$ cat config.mk
export PLATFORM = sky130hd
export DESIGN_NAME = tile_probe_sequencer_flat
export DESIGN_NICKNAME = d
export VERILOG_FILES = /design/src/rtl/world_pkg.sv /design/src/rtl/tile_probe_sequencer_if.sv /design/src/rtl/tile_addr_calc.sv /design/src/rtl/tile_probe_sequencer.sv /design/src/flat_wrapper.sv
export SDC_FILE = /design/constraint.sdc
export NUM_CORES = 1
export LEC_CHECK = 0
export ABC_AREA = 1
export ABC_CLOCK_PERIOD_IN_PS = 4300
export BUFFER_PORTS_ARGS = -buffer_cell sky130_fd_sc_hd__buf_2
export CAP_MARGIN = 20
export CELL_PAD_IN_SITES_DETAIL_PLACEMENT = 0
export CELL_PAD_IN_SITES_GLOBAL_PLACEMENT = 2
export CORE_MARGIN = 2
export CORE_UTILIZATION = 26
export CTS_BUF_LIST = sky130_fd_sc_hd__clkbuf_4 sky130_fd_sc_hd__clkbuf_8
export CTS_CLUSTER_SIZE = 20
export DETAILED_ROUTE_END_ITERATION = 8
export GPL_TIMING_DRIVEN = 1
export PLACE_DENSITY = 0.77
export SYNTH_ARGS = -nofsm -noshare
export SYNTH_HDL_FRONTEND = slang
export SYNTH_SLANG_ARGS = --single-unit
$ cat constraint.sdc
create_clock -name Clk -period 4.3 [get_ports Clk]
set_clock_uncertainty 0.1 [all_clocks]
set_input_delay 0.43 -clock Clk [delete_from_list [all_inputs] [get_ports Clk]]
set_output_delay 0.43 -clock Clk [all_outputs]
set_load 0.01 [all_outputs]
$ cat src/rtl/world_pkg.sv
// world_pkg: world geometry, probe ordering and sequencer state encodings
package world_pkg;
    localparam int TILE_SHIFT = 4;
    localparam int WORLD_COLS = 40;
    localparam int WORLD_ROWS = 30;

    localparam logic [1:0] DIR_RIGHT = 2'd0;
    localparam logic [1:0] DIR_LEFT  = 2'd1;
    localparam logic [1:0] DIR_UP    = 2'd2;
    localparam logic [1:0] DIR_DOWN  = 2'd3;

    typedef enum logic [2:0] {R0, R1, L0, L1, U0, U1, D0, D1} probe_t;
    typedef enum logic [1:0] {IDLE, ISSUE, WAIT, DONE} probe_state_t;

    function automatic logic [1:0] probe_dir(probe_t p);
        return (p inside {R0, R1}) ? DIR_RIGHT :
               (p inside {L0, L1}) ? DIR_LEFT  :
               (p inside {U0, U1}) ? DIR_UP    : DIR_DOWN;
    endfunction
endpackage

$ cat src/rtl/tile_probe_sequencer_if.sv
// tile_probe_sequencer_if: request/grant port onto the shared world ROM
interface tile_probe_sequencer_if;
    logic        rom_req;
    logic [10:0] rom_addr;
    logic        rom_gnt;
    logic [4:0]  rom_data;

    modport master(output rom_req, rom_addr, input rom_gnt, rom_data);
    modport slave(input rom_req, rom_addr, output rom_gnt, rom_data);
endinterface

$ cat src/rtl/tile_addr_calc.sv
// tile_addr_calc: tile coordinates, bounds and ROM address of one probe point
module tile_addr_calc #(
    parameter int TILE_SHIFT = world_pkg::TILE_SHIFT,
    parameter int WORLD_COLS = world_pkg::WORLD_COLS,
    parameter int WORLD_ROWS = world_pkg::WORLD_ROWS
) (
    input  logic [9:0]        i_x,
    input  logic [9:0]        i_y,
    input  world_pkg::probe_t i_p,
    output logic [6:0]        o_tx,
    output logic [6:0]        o_ty,
    output logic              o_oob,
    output logic [10:0]       o_addr
);
    import world_pkg::*;

    logic [10:0] w_xs;
    logic [10:0] w_ys;

    // Pick the probe pixel just outside the player box edge, then scale to tiles
    always_comb begin
        w_xs = (i_p inside {R0, R1}) ? {1'b0, i_x} + 11'(1 << TILE_SHIFT) :
               (i_p inside {L0, L1}) ? {1'b0, i_x} - 11'd1 :
               (i_p inside {U1, D1}) ? {1'b0, i_x} + 11'((1 << TILE_SHIFT) - 1) :
                                       {1'b0, i_x};
        w_ys = (i_p inside {R1, L1}) ? {1'b0, i_y} + 11'((1 << TILE_SHIFT) - 1) :
               (i_p inside {U0, U1}) ? {1'b0, i_y} - 11'd1 :
               (i_p inside {D0, D1}) ? {1'b0, i_y} + 11'(1 << TILE_SHIFT) :
                                       {1'b0, i_y};
        o_tx   = 7'(w_xs >> TILE_SHIFT);
        o_ty   = 7'(w_ys >> TILE_SHIFT);
        o_oob  = ((i_p inside {L0, L1}) && i_x == 10'd0) ||
                 ((i_p inside {U0, U1}) && i_y == 10'd0) ||
                 (o_tx >= 7'(WORLD_COLS)) || (o_ty >= 7'(WORLD_ROWS));
        o_addr = ({4'b0, o_ty} << 5) + ({4'b0, o_ty} << 3) + {4'b0, o_tx};
    end
endmodule

$ cat src/rtl/tile_probe_sequencer.sv
// tile_probe_sequencer: per-frame eight-point collision probe producing blocked flags
module tile_probe_sequencer #(
    parameter int TILE_SHIFT = world_pkg::TILE_SHIFT,
    parameter int WORLD_COLS = world_pkg::WORLD_COLS,
    parameter int WORLD_ROWS = world_pkg::WORLD_ROWS
) (
    input  logic                   Clk,
    input  logic                   Reset,
    input  logic                   frame_start,
    input  logic [9:0]             X_Pos,
    input  logic [9:0]             Y_Pos,
    tile_probe_sequencer_if.master rom,
    output logic                   busy,
    output logic                   done,
    output logic [3:0]             blocked
);
    import world_pkg::*;

    probe_state_t r_state;
    probe_state_t w_next;
    probe_t       r_k;
    logic [9:0]   r_x;
    logic [9:0]   r_y;
    logic [3:0]   r_scratch;
    logic [3:0]   r_blocked;
    logic         r_done;
    logic         w_req;
    logic         w_oob;
    logic         w_solid;
    logic [6:0]   w_tx;
    logic [6:0]   w_ty;
    logic [10:0]  w_addr;

    tile_addr_calc #(
        .TILE_SHIFT(TILE_SHIFT),
        .WORLD_COLS(WORLD_COLS),
        .WORLD_ROWS(WORLD_ROWS)
    ) u_addr (
        .i_x(r_x),
        .i_y(r_y),
        .i_p(r_k),
        .o_tx(w_tx),
        .o_ty(w_ty),
        .o_oob(w_oob),
        .o_addr(w_addr)
    );

    assign w_solid      = ~rom.rom_data[0];
    assign rom.rom_req  = w_req;
    assign rom.rom_addr = w_req ? w_addr : '0;
    assign busy         = (r_state != IDLE);
    assign done         = r_done;
    assign blocked      = r_blocked;

    // State register
    always_ff @(posedge Clk or posedge Reset) begin
        if (Reset) r_state <= IDLE;
        else       r_state <= w_next;
    end

    // Next state and ROM request; out-of-bounds probes skip the port entirely
    always_comb begin
        w_next = r_state;
        w_req  = 1'b0;
        case (r_state)
            IDLE:  w_next = frame_start ? ISSUE : IDLE;
            ISSUE: begin
                w_req  = !w_oob;
                w_next = w_oob ? ((r_k == D1) ? DONE : ISSUE) : (rom.rom_gnt ? WAIT : ISSUE);
            end
            WAIT:  w_next = (r_k == D1) ? DONE : ISSUE;
            DONE:  w_next = IDLE;
            default: w_next = IDLE;
        endcase
    end

    // Pass datapath: latch position, step probes, accumulate then publish flags at once
    always_ff @(posedge Clk or posedge Reset) begin
        if (Reset) begin
            r_x       <= '0;
            r_y       <= '0;
            r_k       <= R0;
            r_scratch <= '0;
            r_blocked <= '0;
            r_done    <= 1'b0;
        end else begin
            r_done <= (r_state == DONE);
            if (r_state == IDLE && frame_start) begin
                r_x       <= X_Pos;
                r_y       <= Y_Pos;
                r_k       <= R0;
                r_scratch <= '0;
            end else if ((r_state == ISSUE && w_oob) || r_state == WAIT) begin
                r_scratch[probe_dir(r_k)] <= r_scratch[probe_dir(r_k)] | w_oob | (r_state == WAIT && w_solid);
                r_k <= probe_t'(r_k + 3'd1);
            end else if (r_state == DONE) begin
                r_blocked <= r_scratch;
            end
        end
    end
endmodule

$ cat src/flat_wrapper.sv
// flat-port wrapper written by rule: the top's interface ports become plain ports
module tile_probe_sequencer_flat import world_pkg::*;
#(
    parameter int TILE_SHIFT = world_pkg::TILE_SHIFT,
    parameter int WORLD_COLS = world_pkg::WORLD_COLS,
    parameter int WORLD_ROWS = world_pkg::WORLD_ROWS
)
  (Clk, Reset, frame_start, X_Pos, Y_Pos, busy, done, blocked, rom_rom_req, rom_rom_addr, rom_rom_gnt, rom_rom_data);
  tile_probe_sequencer_if rom_i ();
  input  logic Clk;
  input  logic Reset;
  input  logic frame_start;
  input  logic [9:0] X_Pos;
  input  logic [9:0] Y_Pos;
  output logic busy;
  output logic done;
  output logic [3:0] blocked;
  output wire logic [$bits(rom_i.rom_req)-1:0] rom_rom_req;
  output wire logic [$bits(rom_i.rom_addr)-1:0] rom_rom_addr;
  input wire logic [$bits(rom_i.rom_gnt)-1:0] rom_rom_gnt;
  input wire logic [$bits(rom_i.rom_data)-1:0] rom_rom_data;
  assign rom_rom_req = rom_i.rom_req;
  assign rom_rom_addr = rom_i.rom_addr;
  assign rom_i.rom_gnt = rom_rom_gnt;
  assign rom_i.rom_data = rom_rom_data;
  tile_probe_sequencer #(.TILE_SHIFT(TILE_SHIFT), .WORLD_COLS(WORLD_COLS), .WORLD_ROWS(WORLD_ROWS)) u_core (.Clk(Clk), .Reset(Reset), .frame_start(frame_start), .X_Pos(X_Pos), .Y_Pos(Y_Pos), .rom(rom_i), .busy(busy), .done(done), .blocked(blocked));
endmodule
; Word level (Yosys, flattened, before mapping)
; Cells that the tools add are included.
[op_classes]
addsub = 9
magnitude_cmp = 4
eq_ne = 10
mux = 25
n_bitwise = 5
n_reduce_logical = 24
[op_table]
columns = op, n
row1 = 11-bit two-way mux, 7
row2 = 10-bit by 4-bit adder with 11-bit output (second input constant), 2
row3 = 10-bit by 5-bit adder with 11-bit output (second input constant), 2
row4 = 10-bit by 1-bit subtractor with 11-bit output (second input constant), 2
row5 = 10-bit zero test, 2
row6 = 2-bit nonzero test, 8
row7 = 3-bit equality test (second input constant), 4
row8 = 11-bit by 10-bit adder with 11-bit output, 1
row9 = 11-bit by 7-bit adder with 11-bit output, 1
row10 = 2-bit two-way mux, 5
row11 = 4-bit two-way mux, 2
row12 = 2-bit case mux with 4 select lines, 1
row13 = 7-bit by 5-bit greater-or-equal comparator with 1-bit output (second input constant), 1
row14 = 7-bit by 6-bit greater-or-equal comparator with 1-bit output (second input constant), 1
row15 = 3-bit by 2-bit equality test with 1-bit output (second input constant), 2
row16 = 1-bit logical AND, 6
row17 = 3-bit two-way mux, 2
row18 = 1-bit two-way mux, 5
row19 = 4-bit bitwise mux, 1
row20 = 2-bit equality test (second input constant), 2
row21 = 1-bit logical OR, 4
row22 = 3-bit by 1-bit adder with 3-bit output (second input constant), 1
row23 = 3-bit by 1-bit equality test with 1-bit output (second input constant), 1
row24 = 3-bit zero test, 1
row25 = 10 further kinds, 13
[word_totals]
register_bits = 34
input_bits = 29
output_inout_bits = 18
elab_cells = 84

; Logic depth before layout (Yosys ltp)
; Gate-level depths: netlist of run 1.
[logic_depth]
ltp_word = 13
mapped_depth = 24
mapped_depth_nobuf = 24

; Hierarchy
; A second synthesis of run 1 with hierarchy kept.
[unflattened]
hier_cells = 457
area_unflattened_um2 = 2967.8
[by_module_without_submodules]
columns = mod, instances, cells_per_inst, area_per_inst_um2, seq_area_each_um2
row1 = tile_probe_sequencer, 1, 222, 1686.6, 850.8
row2 = tile_addr_calc, 1, 235, 1281.2, 0.0

; Worst setup path before layout of run 1
; OpenSTA, ideal clock, no wires.
[synth_path]
kind = flip-flop to output port
startpoint = register u_core.r_k[0]
endpoint = output rom_rom_addr[10]
arrival_ps = 3336
required_ps = 3770
slack_ps = 434
stages_incl_launch_ff = 21
path_buffers = 0
cell_sequence = dfrtp_1 > ha_1 > ha_1 > inv_1 > nand3_1 > inv_1 > nand2_1 > nand2_1 > nand3_1 > nand3_1 > nand2_1 > fa_1 > fa_1 > nor2_1 > nor2_1 > o21bai_1 > nand2_1 > nand2_1 > a21oi_1 > xor2_1 > nor2_1
[synth_via]
elab_chain_len = 11
elab_cells_between_ends = 32
cone_classes = add/sub (2) / order compare (2) / eq/ne (7) / mux (8) / reduce/logical (13)
[synth_lines]
columns = element, line
row1 = "start, declared", tile_probe_sequencer.sv:21  ; probe_t r_k;
row2 = "start signal, assigned", tile_probe_sequencer.sv:95  ; r_k <= probe_t'(r_k + 3'd1);
row3 = "parallel branches: the longest is 10 deep, another holds 11-bit by 10-bit adder with 11-bit output", --
row4 = 11-bit two-way mux (*), tile_probe_sequencer.sv:50  ; assign rom.rom_addr = w_req ? w_addr : '0;
row5 = "end, declared", flat_wrapper.sv:19  ; output wire logic [$bits(rom_i.rom_addr)-1:0] rom_rom_addr;
; Mark *: on every way between the ends.

; Final worst setup path of run 1
[layout_path]
startpoint = register u_core.r_k[0]
endpoint = output rom_rom_addr[8]
; The elaborated chain is that of the path after synthesis.

==> impl_metrics.env, run 1 <==
export IMPL_final_hold_violation_count=0
export IMPL_drc=0
export IMPL_avgViaCountPerCell=4.36
export IMPL_grt_start_max_net_pins=35
export IMPL_floorplan_initialDensity_pct=26.8
export IMPL_finalCriticalPeriod_ns=4.21
export IMPL_wirelength_um=7740
export IMPL_holdWs_ns=0.131
export IMPL_cts_tree="yes"
export IMPL_drtIter0Drc=123
export IMPL_fin_cells=629
export IMPL_critPathKind="reg -> out"
export IMPL_syn_area_mm2=0.00277
export IMPL_ys_seq_area_share_pct=30.8
export IMPL_critPathArrivalTime_ns=3.68
export IMPL_synth_compound_area_share_pct=8.46
export IMPL_max_cap_violations=0
export IMPL_place_inst=594
export IMPL_clock_path_buffers=2
export IMPL_clk_latency_ns=0.29
export IMPL_outcome="finished, final reports clean"
export IMPL_ys_ff_latch=34
export IMPL_cp_max_fo=4
export IMPL_synth_area_leaders="dfrtp_1, nand2_1, ha_1"
export IMPL_synthAdderAreaFrac_pct=11.4
export IMPL_post_dp_hpwl_um=5580
export IMPL_syn_area_per_cell_um2=6.67
export IMPL_synth_simple_area_share_pct=37.7
export IMPL_htree_levels=2
export IMPL_post_route_period_util_pct=97.8
export IMPL_synth_area_mux_share_pct=0
export IMPL_synth_top_family_by_area="simple AND/OR/NAND/NOR gates"
export IMPL_die_area_mm2=0.0115
export IMPL_yosys_area_share_xor_xnor_pct=2.53
export IMPL_rr_worst_depth=18
export IMPL_syn_to_final_growth_pct=34.1
export IMPL_postCtsHoldBufs=0
export IMPL_drtAntennaViolNets=0
export IMPL_first_global_vias=2681
export IMPL_worst_setup_path_start_kind="flip-flop"
export IMPL_grt_pass1_wl_um=12400
export IMPL_cts_sinks=34
export IMPL_gp_congestion=0.734
export IMPL_hp_class="in -> async"
export IMPL_ys_top_cells_by_count="nand2_1, inv_1, nor2_1, dfrtp_1, nand3_1"
export IMPL_chipWidth_um=107
export IMPL_setup_violations=0
export IMPL_synth_most_common_cell="nand2_1"
export IMPL_drive_gt1_share_pct=32.9
export IMPL_slew_violations=0
export IMPL_crit_path_end_kind="output pin"
export IMPL_postSynthCellCount=415
export IMPL_crit_required_ns=3.77
export IMPL_nets=545
export IMPL_fp_row_count=37
export IMPL_grt_overflow=0
export IMPL_synth_ff_type="dfrtp_1"
export IMPL_setup_tns_ns=0
export IMPL_ys_types=29
export IMPL_antenna_found_initial=0
export IMPL_root_buffer="clkbuf_8"
export IMPL_synth_top_cell_area_share_pct=30.8
export IMPL_path_clk_slew_ns=0.08
export IMPL_synthArstFlopShare_pct=100
export IMPL_ys_warn_count=0
export IMPL_dr_pass1_iters=4
export IMPL_fmax_mhz=238
export IMPL_cts_buffers_inserted=5
export IMPL_slew_limit_headroom_pct=67.7
export IMPL_post_drt_wl_per_cell_um=12.3
export IMPL_yosysTopAreaCell="dfrtp_1"
export IMPL_vias=2742
export IMPL_core_mm2=0.0103
export IMPL_tightest_slew_ns=0.484
export IMPL_antenna_cells=0
export IMPL_fillerInstances=1139
export IMPL_dieHeight_um=107
export IMPL_grt_usage_pct=13.4
export IMPL_rsz0062_at_grt="yes"
export IMPL_io_pins=47
export IMPL_synth_nets=468
export IMPL_portBuffers=42
export IMPL_synth_edf_count=0
[registers in the layout, summed over array words and instances (netlist names)]
signal and count:
u_core.blocked 4, u_core.done 1, u_core.r_k 3, u_core.r_scratch 4, u_core.r_state 2, u_core.r_x 10, u_core.r_y 10
[routing by layer]
layer	vias to the layer above	global-route usage, %	part of all wire [%]
met1	1247	18.3	48
met4	0	2.23	0.35
met2	49	22.5	48
met3	2	2.25	3.6
met5	-	0	0
li1	1444	-	-
[worst max-delay path: stages (launching register included)]
cell      delay [ns]
dfrtp_2         0.48
ha_4            0.21
ha_4            0.16
inv_4           0.08
nand3_4         0.07
inv_2           0.06
nand2_2         0.06
nand2_2         0.10
nand3_2         0.08
nand2_1         0.08
nand2_1         0.06
nand2_2         0.08
fa_1            0.46
fa_2            0.39
nor2_4          0.12
nor2_1          0.04
o21bai_1        0.19
buf_4           0.15
buf_4           0.09
buf_4           0.09
buf_4           0.09
nor2_2          0.03
nor2_2          0.09
buf_2           0.12
[stage by stage]
stage	worst slack [ns]	utilization, %	cell area, µm²
after floorplan	0.434	-	2770
after global placement	0.132	30.7	3170
after detailed placement	0.0895	30.7	3170
after CTS	0.0129	32.4	3350
after global routing	-0.0870	35.9	3710
final	0.0927	35.9	3710
[layout by cell type, fill, tap and decap left out, drive strengths merged]
cell,instances
clkinv,3
nor3,5
o22ai,2
o21bai,2
nand3b,1
a21oi,9
fa,2
clkbuf,6
nand4,5
nor2,48
inv,60
o21ai,27
ha,22
a211oi,1
clkinvlp,1
xnor2,2
o31ai,1
nand3,29
buf,74
nand2,153
dfrtp,34
xor2,6
[what timing repair did]
item / CTS / global route
setup buffers: 10 / 17
resized for setup: 6 / 61
pin swaps: 6 / 26
endpoints found under the hold margin: 0 / 0
endpoints found under the setup margin: 2 / 4
[path summary, 6_finish.rpt]
check                                                startpoint                               to  slack, ns
worst max register to register        u_core.r_k[0]$_DFFE_PP0P_  u_core.r_scratch[0]$_DFFE_PP0P_       1.77
worst min-delay path                                      Reset            u_core.done$_DFF_PP0_       0.13
worst min register to register  u_core.r_scratch[1]$_DFFE_PP0P_  u_core.r_scratch[1]$_DFFE_PP0P_       0.37
min in group Clk                                       Y_Pos[3]        u_core.r_y[3]$_DFFE_PP0P_       0.23
worst max-delay path                  u_core.r_k[0]$_DFFE_PP0P_                  rom_rom_addr[8]       0.09
max in group asynchronous                                 Reset        u_core.r_y[5]$_DFFE_PP0P_       3.60
[cells by family after synthesis]
family          Yosys count
compound gates           42
buf+inv                  66
fa+ha+maj                24
flops                    34
simple gates            241
xor+xnor                  8
[cell type report]
| type | instances | area [µm²] | share of cell area (%) |
|---|---|---|---|
| multi-input cells | 315 | 1890 | 51.1 |
| flip-flops and latches | 34 | 856 | 23.1 |
| repair buffers | 74 | 450 | 12.1 |
| inverters | 62 | 244 | 6.58 |
| well taps | 136 | 170 | 4.59 |
| clock buffers | 6 | 82.6 | 2.23 |
| clock inverters | 2 | 12.5 | 0.337 |
Power of run 1 is not shown: default switching activity piles up to over one toggle a cycle in this logic, so the estimate is an artifact.
==> run 2, diff against run 1 <==
Settings changed: HOLD_SLACK_MARGIN set to 0.15.
==> impl_metrics.env, run 2 (synthesis gave the netlist of run 1 again) <==
export IMPL_outcome="finished, final reports clean"
export IMPL_grt_pass1_wl_um=12400
export IMPL_core_mm2=0.0103
export IMPL_syn_to_final_growth_pct=34.5
export IMPL_drc=0
export IMPL_fp_row_count=37
export IMPL_place_ws_ns=0.0895
export IMPL_rsz0062_at_grt="yes"
export IMPL_setup_violations=0
export IMPL_cts_sinks=34
export IMPL_reg_top3="u_core.r_x: 10 flops, u_core.r_y: 10 flops"
export IMPL_r2r_end="u_core.r_scratch[0]$_DFFE_PP0P_"
export IMPL_portBuffers=42
export IMPL_grt_overflow=0
export IMPL_rr_worst_depth=18
export IMPL_critPathLaunch="u_core.r_k[0]$_DFFE_PP0P_"
export IMPL_hp_class="in -> reg"
export IMPL_chipWidth_um=107
export IMPL_vias=2749
export IMPL_crit_path_end_kind="output pin"
export IMPL_drtAntennaViolNets=0
export IMPL_slew_violations=0
export IMPL_cts_tree="yes"
export IMPL_rrSetupSlack_ns=1.78
export IMPL_root_buffer="clkbuf_8"
export IMPL_critPathKind="reg -> out"
export IMPL_dieHeight_um=107
export IMPL_drtIter0Drc=111
export IMPL_crit_chain="ha_4, ha_4, inv_4, nand3_4, inv_2, nand2_2, nand2_2, nand3_2, nand2_1, nand2_1, nand2_2, fa_1, fa_2, nor2_4, nor2_1, o21bai_1, buf_4, buf_4, buf_4, buf_4, nor2_2, nor2_2, buf_2"
export IMPL_nets=546
export IMPL_first_global_vias=2681
export IMPL_final_util_pct=36.0
export IMPL_max_cap_violations=0
export IMPL_avgViaCountPerCell=4.36
export IMPL_post_route_period_util_pct=97.8
export IMPL_post_drt_wl_per_cell_um=12.3
export IMPL_r2r_start="u_core.r_k[0]$_DFFE_PP0P_"
export IMPL_crit_top_cell="buf_4"
export IMPL_final_common_cell="nand2_1"
export IMPL_grt_usage_pct=13.4
export IMPL_antenna_cells=0
export IMPL_final_hold_violation_count=0
export IMPL_crit_required_ns=3.77
export IMPL_clk_latency_ns=0.29
export IMPL_htree_levels=2
export IMPL_final_cell_mix="nand2_1, inv_1, buf_2"
export IMPL_fin_cells=630
export IMPL_post_dp_hpwl_um=5580
export IMPL_slew_limit_headroom_pct=67.7
export IMPL_place_inst=594
export IMPL_cp_slowest_stage_delay_ns=0.48
export IMPL_tightest_slew_ns=0.484
export IMPL_slowest_stage="dfrtp_2"
export IMPL_path_clk_slew_ns=0.08
export IMPL_fin_ws_ns=0.0936
export IMPL_die_area_mm2=0.0115
export IMPL_critPathArrivalTime_ns=3.68
export IMPL_holdWs_ns=0.232
export IMPL_clock_path_buffers=2
export IMPL_io_pins=47
export IMPL_gp_congestion=0.734
export IMPL_antenna_found_initial=0
export IMPL_drive_gt1_share_pct=32.8
export IMPL_cp_max_fo=4
export IMPL_fmax_mhz=238
export IMPL_dr_pass1_iters=4
export IMPL_floorplan_initialDensity_pct=26.8
export IMPL_wirelength_um=7760
export IMPL_worst_setup_path_start_kind="flip-flop"
export IMPL_grt_start_max_net_pins=35
export IMPL_cts_buffers_inserted=5
export IMPL_critPathCapture="rom_rom_addr[8]"
export IMPL_finalCriticalPeriod_ns=4.21
run 2: cell count changes in the layout (fill, tap and decap cells not counted):
cell	change
dlygate4sd3_1	+1
run 2: area by class of cell:
type | count | area, µm²
clock buffer | 6 | 82.6
clock inverter | 2 | 12.5
fill | 1138 | 6600
inverter | 62 | 244
multi-input combinational | 315 | 1890
sequential | 34 | 856
tap | 136 | 170
timing repair buffer | 75 | 460
run 2: timing repair:
item | 4_1_cts | 5_1_grt
hold endpoints to repair | 2 | 0
buffers inserted | 10 | 17
setup endpoints to repair | 2 | 4
resized for setup | 6 | 61
cloned | 0 | 0
hold buffers | 1 | 0
pin swaps | 6 | 26
run 2: per-layer routing:
layer  global-route usage [%]  up-vias  share of wire, %
li1                         -     1447                 -
met5                        0        -                 0
met1                     18.3     1260                49
met4                     2.23        0              0.35
met3                     2.25        2               3.0
met2                     22.5       40                48
run 2: stage by stage:
stage	TNS, ns	instance area [µm²]
3_3_place_gp	0	3170
6_report	0	3720
5_1_grt	-0.203	3720
3_5_place_dp	0	3170
4_1_cts	0	3360
2_1_floorplan	0	2770
run 2: how the worst min path moves through the flow:
stage	from	to	cells after the start
global route	Y_Pos[1]	u_core.r_y[1]$_DFFE_PP0P_	3
detailed placement	u_core.r_scratch[1]$_DFFE_PP0P_	u_core.r_scratch[1]$_DFFE_PP0P_	2
global placement	u_core.r_scratch[0]$_DFFE_PP0P_	u_core.r_scratch[0]$_DFFE_PP0P_	2
finish	Y_Pos[3]	u_core.r_y[3]$_DFFE_PP0P_	3
floorplan	u_core.r_scratch[0]$_DFFE_PP0P_	u_core.r_scratch[0]$_DFFE_PP0P_	2
CTS	Y_Pos[2]	u_core.r_y[2]$_DFFE_PP0P_	3
run 2: worst max-delay path: cells and delay by family (launching register included):
kind / cells / cell delay (ns)
fa+ha+maj: 4 / 1.22
simple gates: 11 / 0.81
buf+inv: 7 / 0.68
flops: 1 / 0.48
compound gates: 1 / 0.19
Power of run 2 is left out for the same reason.
==> run 3, diff against run 2 <==
Settings changed: BUFFER_PORTS_ARGS -buffer_cell sky130_fd_sc_hd__buf_2 to unset, DONT_BUFFER_PORTS set to 1, PLACE_DENSITY 0.77 to 0.6.
==> impl_metrics.env, run 3 (synthesis gave the netlist of run 1 again) <==
export IMPL_outcome="finished, final reports clean"
export IMPL_clk_latency_ns=0.30
export IMPL_cts_tree="yes"
export IMPL_drtIter0Drc=146
export IMPL_post_dp_hpwl_um=6060
export IMPL_holdWs_ns=0.157
export IMPL_fp_row_count=37
export IMPL_dr_pass1_iters=4
export IMPL_max_cap_violations=0
export IMPL_crit_path_end_kind="output pin"
export IMPL_critPathArrivalTime_ns=3.54
export IMPL_critPathKind="reg -> out"
export IMPL_r2r_start="u_core.r_k[0]$_DFFE_PP0P_"
export IMPL_dpl_cell_area_mm2=0.00299
export IMPL_reg_top3="u_core.r_x: 10 flops, u_core.r_y: 10 flops"
export IMPL_crit_required_ns=3.77
export IMPL_drc=0
export IMPL_die_area_mm2=0.0115
export IMPL_hold_depth=2
export IMPL_path_clk_slew_ns=0.08
export IMPL_finalCriticalPeriod_ns=4.07
export IMPL_vias=2636
export IMPL_r2r_end="u_core.r_scratch[2]$_DFFE_PP0P_"
export IMPL_post_drt_wl_per_cell_um=13.8
export IMPL_syn_to_final_growth_pct=25.4
export IMPL_final_util_pct=33.6
export IMPL_cts_buffers_inserted=5
export IMPL_whs_endpoint="u_core.r_y[3]$_DFFE_PP0P_"
export IMPL_grt_usage_pct=14.9
export IMPL_dieHeight_um=107
export IMPL_wirelength_um=8080
export IMPL_fmax_mhz=245
export IMPL_grt_pass1_wl_um=13500
export IMPL_drive_gt1_share_pct=23.3
export IMPL_final_common_cell="nand2_1"
export IMPL_drtAntennaViolNets=0
export IMPL_antenna_found_initial=0
export IMPL_core_mm2=0.0103
export IMPL_slew_limit_headroom_pct=35.7
export IMPL_hp_class="in -> reg"
export IMPL_cp_max_fo=5
export IMPL_htree_levels=2
export IMPL_avgViaCountPerCell=4.50
export IMPL_portBuffers=0
export IMPL_root_buffer="clkbuf_8"
export IMPL_floorplan_initialDensity_pct=26.8
export IMPL_post_route_period_util_pct=94.7
export IMPL_final_hold_violation_count=0
export IMPL_grt_overflow=0
export IMPL_worst_setup_path_start_kind="flip-flop"
export IMPL_finalInstanceArea_mm2=0.00347
export IMPL_clock_path_buffers=2
export IMPL_slew_violations=0
export IMPL_holdCritStartpoint="Y_Pos[3]"
export IMPL_gp_congestion=0.736
export IMPL_tightest_slew_ns=0.959
export IMPL_rrSetupSlack_ns=1.78
export IMPL_setup_violations=0
export IMPL_rr_worst_depth=19
export IMPL_grt_start_max_net_pins=38
export IMPL_final_cell_mix="nand2_1, inv_1, nor2_1"
export IMPL_io_pins=47
export IMPL_nets=502
export IMPL_cts_sinks=34
export IMPL_first_global_vias=2718
export IMPL_chipWidth_um=107
export IMPL_antenna_cells=0
## run 3: cell types whose count changed in the layout (fill, tap and decap cells not counted), sizes merged
| cell | change |
|---|---|
| buf | -49 |
| clkbuf | -1 |
| clkinvlp | +1 |
| bufinv | +1 |
| dlygate4sd3 | +5 |
| clkinv | -1 |
## run 3: how the worst max path moves through the flow
stage	startpoint	to	slack [ns]
after CTS	u_core.r_k[0]$_DFFE_PP0P_	rom_rom_addr[10]	0.007
after detailed placement	u_core.r_k[0]$_DFFE_PP0P_	rom_rom_addr[10]	0.21
after global routing	u_core.r_k[0]$_DFFE_PP0P_	rom_rom_addr[10]	-0.02
final	u_core.r_k[0]$_DFFE_PP0P_	rom_rom_addr[10]	0.23
after floorplan	u_core.r_k[0]$_DFFE_PP0P_	rom_rom_addr[10]	0.43
after global placement	u_core.r_k[0]$_DFFE_PP0P_	rom_rom_addr[10]	0.23
## run 3: final cells by class
cell class                 instances  area (µm²)
fill                            1160        6860
sequential                        34         855
tap                              136         170
multi-input combinational        315        1840
clock buffer                       5        68.8
inverter                          62         236
clock inverter                     3        45.0
timing repair buffer              31         251
## run 3: worst max-delay path, cell delays in order (launching register included)
cell and delay [ns]:
dfrtp_2 0.45, ha_4 0.17, ha_1 0.18, inv_2 0.06
buf_4 0.12, nand2_4 0.09, nand2_8 0.10, inv_2 0.04
nand4_1 0.08, nand2_1 0.06, nand2_1 0.07, nand2_2 0.07
fa_1 0.51, fa_2 0.39, nor2_4 0.12, nor2_1 0.05
o21bai_1 0.16, nand2_1 0.10, nand2_1 0.07, a21oi_1 0.07
xor2_1 0.17, nor2_2 0.14
## run 3: routing by layer
metal	track usage [%]	up-vias	routed length, µm
li1	-	1368	-
met1	18.5	1221	3700
met2	26.9	42	4050
met3	2.98	5	288
met4	2.50	0	45
met5	0	-	0
## run 3: through the flow
stage                     setup WS (ns)  setup TNS, ns  instances
after floorplan                   0.434              0        415
after global placement            0.231              0        557
after detailed placement          0.213              0        557
after CTS                       0.00695              0        576
after global routing            -0.0221        -0.0221        586
final                             0.227              0        586
## run 3: what timing repair did
item / in CTS / in global routing
gates cloned: 0 / 0
hold endpoints to repair: 37 / 2
pin swaps: 9 / 23
resized for setup: 5 / 47
hold buffers: 4 / 2
endpoints found under the setup margin: 2 / 4
setup buffers: 7 / 9
Power of run 3 is left out for the same reason.
